## src/rtl/cla_pipe_ov_pkg.sv

```systemverilog
// rtl/cla_pipe_ov_pkg.sv - shared ALU adder defaults, op encoding and flag helper
package cla_pipe_ov_pkg;

   localparam int DEF_WIDTH   = 32;
   localparam int DEF_STAGE_W = 8;

   typedef enum logic {
      OP_ADD = 1'b0,
      OP_SUB = 1'b1
   } op_e;

   // Signed overflow: carry out of the MSB disagrees with carry into it.
   function automatic logic ov_flag(input logic co, input logic c_msb);
      return co ^ c_msb;
   endfunction

endpackage

```

## src/rtl/cla_slice.sv

```systemverilog
// rtl/cla_slice.sv - W-bit combinational carry-lookahead slice
module cla_slice #(
   parameter int W = 8
) (
   input  logic [W-1:0] a,
   input  logic [W-1:0] b,
   input  logic         ci,
   output logic [W-1:0] s,
   output logic         c_msb,
   output logic         co
);

   logic [W-1:0] g;
   logic [W-1:0] p;
   logic [W:0]   c;

   assign g = a & b;
   assign p = a ^ b;

   // Each carry is the flat OR of generate terms, each propagated by the
   // AND of the propagates above it, so no carry depends on another carry.
   always_comb begin
      logic acc;
      logic prod;
      acc  = 1'b0;
      prod = 1'b0;
      c    = '0;
      c[0] = ci;
      for (int i = 0; i < W; i++) begin
         acc  = g[i];
         prod = p[i];
         for (int k = i - 1; k >= 0; k--) begin
            acc  = acc | (prod & g[k]);
            prod = prod & p[k];
         end
         acc      = acc | (prod & ci);
         c[i + 1] = acc;
      end
   end

   assign s     = p ^ c[W-1:0];
   assign co    = c[W];
   assign c_msb = c[W-1];

endmodule

```

## src/rtl/cla_pipe_ov.sv

```systemverilog
// rtl/cla_pipe_ov.sv - pipelined carry-lookahead add/sub with carry, overflow and zero flags
module cla_pipe_ov
   import cla_pipe_ov_pkg::*;
#(
   parameter int WIDTH   = DEF_WIDTH,
   parameter int STAGE_W = DEF_STAGE_W
) (
   input  logic             clk,
   input  logic             reset,
   input  logic             i_valid,
   output logic             i_ready,
   input  logic [WIDTH-1:0] i_a,
   input  logic [WIDTH-1:0] i_b,
   input  logic             i_ci,
   input  logic             i_sub,
   output logic             o_valid,
   input  logic             o_ready,
   output logic [WIDTH-1:0] o_s,
   output logic             o_co,
   output logic             o_c_msb,
   output logic             o_ov,
   output logic             o_z
);

   localparam int NSTAGE = WIDTH / STAGE_W;
   localparam int LAST   = NSTAGE - 1;

   logic [WIDTH-1:0] a_q  [NSTAGE];
   logic [WIDTH-1:0] b_q  [NSTAGE];
   logic [WIDTH-1:0] s_q  [NSTAGE];
   logic             c_q  [NSTAGE];
   logic             cm_q [NSTAGE];
   logic             v_q  [NSTAGE];

   logic             advance;
   logic [WIDTH-1:0] b_cond;
   logic             c0;

   assign advance = !v_q[LAST] || o_ready;
   assign i_ready = advance;

   // Subtract is A + ~B + 1; the caller's carry-in is dropped in that case.
   assign b_cond = (op_e'(i_sub) == OP_SUB) ? ~i_b : i_b;
   assign c0     = (op_e'(i_sub) == OP_SUB) ? 1'b1 : i_ci;

   for (genvar j = 0; j < NSTAGE; j++) begin : g_stage
      logic [WIDTH-1:0]   a_in;
      logic [WIDTH-1:0]   b_in;
      logic [WIDTH-1:0]   s_in;
      logic               c_in;
      logic               v_in;
      logic [STAGE_W-1:0] sl_s;
      logic               sl_cm;
      logic               sl_co;
      logic [WIDTH-1:0]   s_next;

      if (j == 0) begin : g_first
         assign a_in = i_a;
         assign b_in = b_cond;
         assign s_in = '0;
         assign c_in = c0;
         assign v_in = i_valid;
      end else begin : g_next
         assign a_in = a_q[j-1];
         assign b_in = b_q[j-1];
         assign s_in = s_q[j-1];
         assign c_in = c_q[j-1];
         assign v_in = v_q[j-1];
      end

      cla_slice #(
         .W (STAGE_W)
      ) u_slice (
         .a     (a_in[j*STAGE_W +: STAGE_W]),
         .b     (b_in[j*STAGE_W +: STAGE_W]),
         .ci    (c_in),
         .s     (sl_s),
         .c_msb (sl_cm),
         .co    (sl_co)
      );

      always_comb begin
         s_next                         = s_in;
         s_next[j*STAGE_W +: STAGE_W]   = sl_s;
      end

      // Data only loads with a valid beat, so bubbles never carry X forward.
      always_ff @(posedge clk or posedge reset) begin
         if (reset) begin
            v_q[j]  <= 1'b0;
            a_q[j]  <= '0;
            b_q[j]  <= '0;
            s_q[j]  <= '0;
            c_q[j]  <= 1'b0;
            cm_q[j] <= 1'b0;
         end else if (advance) begin
            v_q[j] <= v_in;
            if (v_in) begin
               a_q[j]  <= a_in;
               b_q[j]  <= b_in;
               s_q[j]  <= s_next;
               c_q[j]  <= sl_co;
               cm_q[j] <= sl_cm;
            end
         end
      end
   end

   assign o_valid = v_q[LAST];
   assign o_s     = s_q[LAST];
   assign o_co    = c_q[LAST];
   assign o_c_msb = cm_q[LAST];
   assign o_ov    = ov_flag(c_q[LAST], cm_q[LAST]);
   assign o_z     = ~|s_q[LAST];

endmodule

```

## config.mk

```make
export PLATFORM = sky130hd
export DESIGN_NAME = cla_pipe_ov
export DESIGN_NICKNAME = d
export VERILOG_FILES = /design/src/rtl/cla_pipe_ov_pkg.sv /design/src/rtl/cla_slice.sv /design/src/rtl/cla_pipe_ov.sv
export SDC_FILE = /design/constraint.sdc
export NUM_CORES = 1
export LEC_CHECK = 0
export ABC_AREA = 0
export ABC_CLOCK_PERIOD_IN_PS = 6000
export BUFFER_PORTS_ARGS = -buffer_cell sky130_fd_sc_hd__buf_4
export CELL_PAD_IN_SITES_DETAIL_PLACEMENT = 0
export CELL_PAD_IN_SITES_GLOBAL_PLACEMENT = 1
export CORE_ASPECT_RATIO = 0.7
export CORE_MARGIN = 8
export CORE_UTILIZATION = 38
export CTS_CLUSTER_SIZE = 16
export DETAILED_ROUTE_END_ITERATION = 10
export HOLD_SLACK_MARGIN = 0.03
export PLACE_DENSITY_LB_ADDON = 0.1
export SETUP_SLACK_MARGIN = 0.05
export SKIP_CTS_REPAIR_TIMING = 1
export SYNTH_ARGS = -nofsm -noshare
export SYNTH_HDL_FRONTEND = slang
export SYNTH_SLANG_ARGS = --single-unit
```

## constraint.sdc

```tcl
create_clock -name clk -period 6 [get_ports clk]
set_input_delay 0.6 -clock clk [delete_from_list [all_inputs] [get_ports clk]]
set_output_delay 0.6 -clock clk [all_outputs]
set_load 0.03 [all_outputs]
```

==> key figures <==
Setup path
  – Slowest stage delay, CP: 610 ps
  – CP Launch Type: flop
  – Crit path required time: 6310 ps
  – Worst EP arrival: 3160 ps
  – Crit-path cells: nor2b_2, inv_2, nand2_2, buf_4, o311ai_0, or3_1
  – Maximum fanout along the worst path: 77
  – CP Buf/Inv Count: 2
  – Delay-heaviest family, CP: simple AND/OR/NAND/NOR gates
  – Slowest cell on the critical path: buf_4
  – CP endpoint kind: flop
  – Critical path class: flop to flop

Cells and area
  – Area Growth Syn to Fin: 19.12%
  – Final layout net count: 997
  – Fraction of layout cells with a size suffix above 1: 25.72%
  – Final Cell Area: 10280 µm²
  – Antenna cells: 0
  – Reg area: 4629 µm²
  – Filler cell count: 2142
  – Final Util: 45.80%
  – Multi-input gate area: 3789 µm²

Global route
  – Tot GR Track Use: 15.65%
  – Initial antenna violation count: 0
  – Grt total ovfl: 0
  – Largest net degree at the start of global routing: 82
  – Vias in the first global route: 5999
  – Global-route wire length before repair: 34390 µm

Drt
  – WL final: 21150 µm
  – Drt pass-1 iters: 6
  – Met2 wire length: 8201 µm
  – Routed length per instance: 17.77 µm
  – Drt initial violations: 383
  – Via count: 6062
  – Wl on met1: 11840 µm
  – Vias/cell: 5.094
  – # DRC: 0
  – Met3 WL post-DR: 972 µm
  – Routed Antenna Nets: 0
  – Top layer in use: met4

Floorplanning
  – DIE HEIGHT: 142.1 µm
  – Std-Cell Core Area: 22450 µm²
  – Initial core utilization: 38.44%
  – # IOs: 108
  – Die X: 196.1 µm
  – Row count: 46
  – DIE AREA: 27860 µm²

STA
  – Clock Skew: 12.12 ps
  – TNS Setup: 0 ps
  – Max Fclk: 350.8 MHz
  – Period utilization: 47.50%
  – Min Clock Period, post-route: 2850 ps
  – Slew Viols, Final: 0
  – Worst-margin pin slew: 1175 ps
  – Final hold violations: 0
  – RSZ-0062 raised after global routing: false
  – Slew margin rel.: 21.50%
  – Setup violations, final: 0

Job
  – Maxcap violations: 0

Clocking
  – Reg clk slew, reported paths: 80 ps
  – Sink Count: 185
  – CTS tree: built
  – Clk buf depth: 2
  – Clock Root Buffer: clkbuf_16
  – TritonCTS buffer count: 17
  – Clk_lat worst skew: 430 ps
  – H-tree depth: 4

Synthesis
  – Post-synthesis mux area share: 9.888%
  – Synthesis-stage register bit count: 185
  – Synth cell types: 59
  – Post-synthesis compound-gate area fraction: 10.16%
  – Ys async rst share: 100.0%
  – Main combinational cell family by area after synthesis: simple AND/OR/NAND/NOR gates
  – Mean area per synthesized cell: 10.91 µm²
  – Synth Area in Adders: 5.858%
  – Synth warnings: 0
  – Count of flip-flops with a built-in enable after synthesis: 0
  – Syn Inst Count: 791
  – Synth Area in Simple Gates: 13.57%
  – Area of the mapped netlist: 8630 µm²
  – Post-synthesis xor/xnor area fraction: 4.364%
  – Seq/Total Area, Yosys: 53.65%
  – Ys flop type: dfrtp_1
  – Mapped Nets: 899

Placed design
  – Port Buf Inserts: 107
  – Cell area after placement: 9684 µm²
  – Global placement routability congestion: 0.7625
  – DP Wirelength: 16000 µm

Min path
  – HP Class: input pin to async pin

Power
  – Max VDD drop: 0.0002420 V
  – Pwr Density: 547.7 nW/µm²
  – LEAKAGE: 4.889 nW

Outcome
  – Status: finished, final reports clean
metal layers:
metal	vias to the layer above	GRT usage (%)
met5	-	0
met4	0	3.341
met3	13	3.614
met2	143	20.80
met1	2952	24.84
li1	2954	-
per-stage QoR:
stage                     cells  total power [mW]  hold WS, ps  setup WS, ps
after floorplan             791             3.736        432.2         371.3
after detailed placement   1158             4.531        461.0          2802
final                      1190             5.631        303.9          3150
after global placement     1158             4.462        458.6          2825
after global routing       1190             6.026        343.6          2896
after CTS                  1190             5.681        333.3          3104
synthesized netlist by cell type, drive strengths merged, types with 3 or more instances:
| library cell | count | area, µm² |
|---|---|---|
| a2111o | 3 | 33.78 |
| a211oi | 3 | 22.52 |
| a21boi | 5 | 45.04 |
| a21o | 7 | 52.55 |
| a21oi | 10 | 53.80 |
| a311oi | 3 | 26.28 |
| a31oi | 4 | 25.02 |
| and3 | 3 | 18.77 |
| buf | 24 | 126.4 |
| clkbuf | 10 | 37.54 |
| dfrtp | 185 | 4629 |
| fa | 4 | 80.08 |
| ha | 34 | 425.4 |
| inv | 14 | 52.55 |
| mux2 | 74 | 833.3 |
| nand2 | 212 | 795.8 |
| nand2b | 3 | 18.77 |
| nand3 | 9 | 45.04 |
| nand4 | 5 | 31.28 |
| nor2 | 11 | 43.80 |
| nor3 | 7 | 35.03 |
| nor4 | 11 | 68.82 |
| nor4b | 3 | 26.28 |
| o2111ai | 6 | 52.55 |
| o21ai | 45 | 225.2 |
| o21bai | 3 | 22.52 |
| o2bb2ai | 4 | 35.03 |
| o311ai | 7 | 68.82 |
| o31a | 3 | 26.28 |
| o31ai | 8 | 60.06 |
| or2 | 3 | 18.77 |
| or3 | 5 | 31.28 |
| xnor2 | 30 | 262.8 |
| xor2 | 13 | 113.9 |
layout make-up:
class / instances / area share (%)
Clock inverter: 13 / 1.485
Tap cell: 288 / 3.505
Sequential cell: 185 / 45.03
Multi-Input combinational cell: 558 / 36.85
Timing Repair Buffer: 113 / 8.252
Inverter: 14 / 0.5599
Clock buffer: 19 / 4.309
cells in the final DEF, fill, tap and decap left out, drive strengths merged, types with 6 or more instances in the layout:
cell	count
nor2	11
xnor2	30
nand2	212
o2111ai	6
mux2	74
nor4	11
buf	113
clkbuf	19
o311ai	7
dfrtp	185
o21ai	45
inv	21
nand3	9
xor2	13
a21oi	10
a21o	7
o31ai	8
nor3	7
ha	34
final timing paths:
kind                                          start             endpoint  slack, ps  cells past startpoint
worst max register to register              o_valid   g_stage[1].s_in[6]       3150                      6
min in group clk                            i_a[11]  g_stage[1].a_in[11]        360                      3
worst min register to register  g_stage[1].a_in[20]  g_stage[1].a_in[20]        470                      2
worst max-delay path                        o_valid   g_stage[1].s_in[6]       3150                      6
max in group asynchronous                     reset  g_stage[2].b_in[29]       4460                      3
worst min-delay path                          reset               o_s[4]        300                      2
worst reg2reg max path, cell delays in order (launching register included):
cell,delay (ps)
dfrtp_1,360
nor2b_2,550
inv_2,320
nand2_2,330
buf_4,610
o311ai_0,240
or3_1,340
kinds of logic (layout without fill, tap and decap cells):
family / count (synthesis) / in the layout
flip-flops: 185 / 185
buffers and inverters: 48 / 159
AO/OA/AOI/OAI: 124 / 124
multiplexers: 76 / 76
AND/OR/NAND/NOR: 277 / 277
adder cells (fa/ha/maj): 38 / 38
XOR/XNOR: 43 / 43
state kept, by name, indices dropped and copies added (netlist names):
name and flops:
g_stage.a_in 48, g_stage.b_in 48, g_stage.s_in 48, o_s 32, g_stage.c_in 3, g_stage.v_in 3, o_c_msb 1, o_co 1
o_valid 1
power by group:
part | switching (mW) | internal (mW)
Clock | 0.526 | 0.605
Sequential | 0.421 | 1.79
Combinational | 1.30 | 0.987
Total | 2.25 | 3.38
Note: power is estimated with default switching activity, not from simulation.
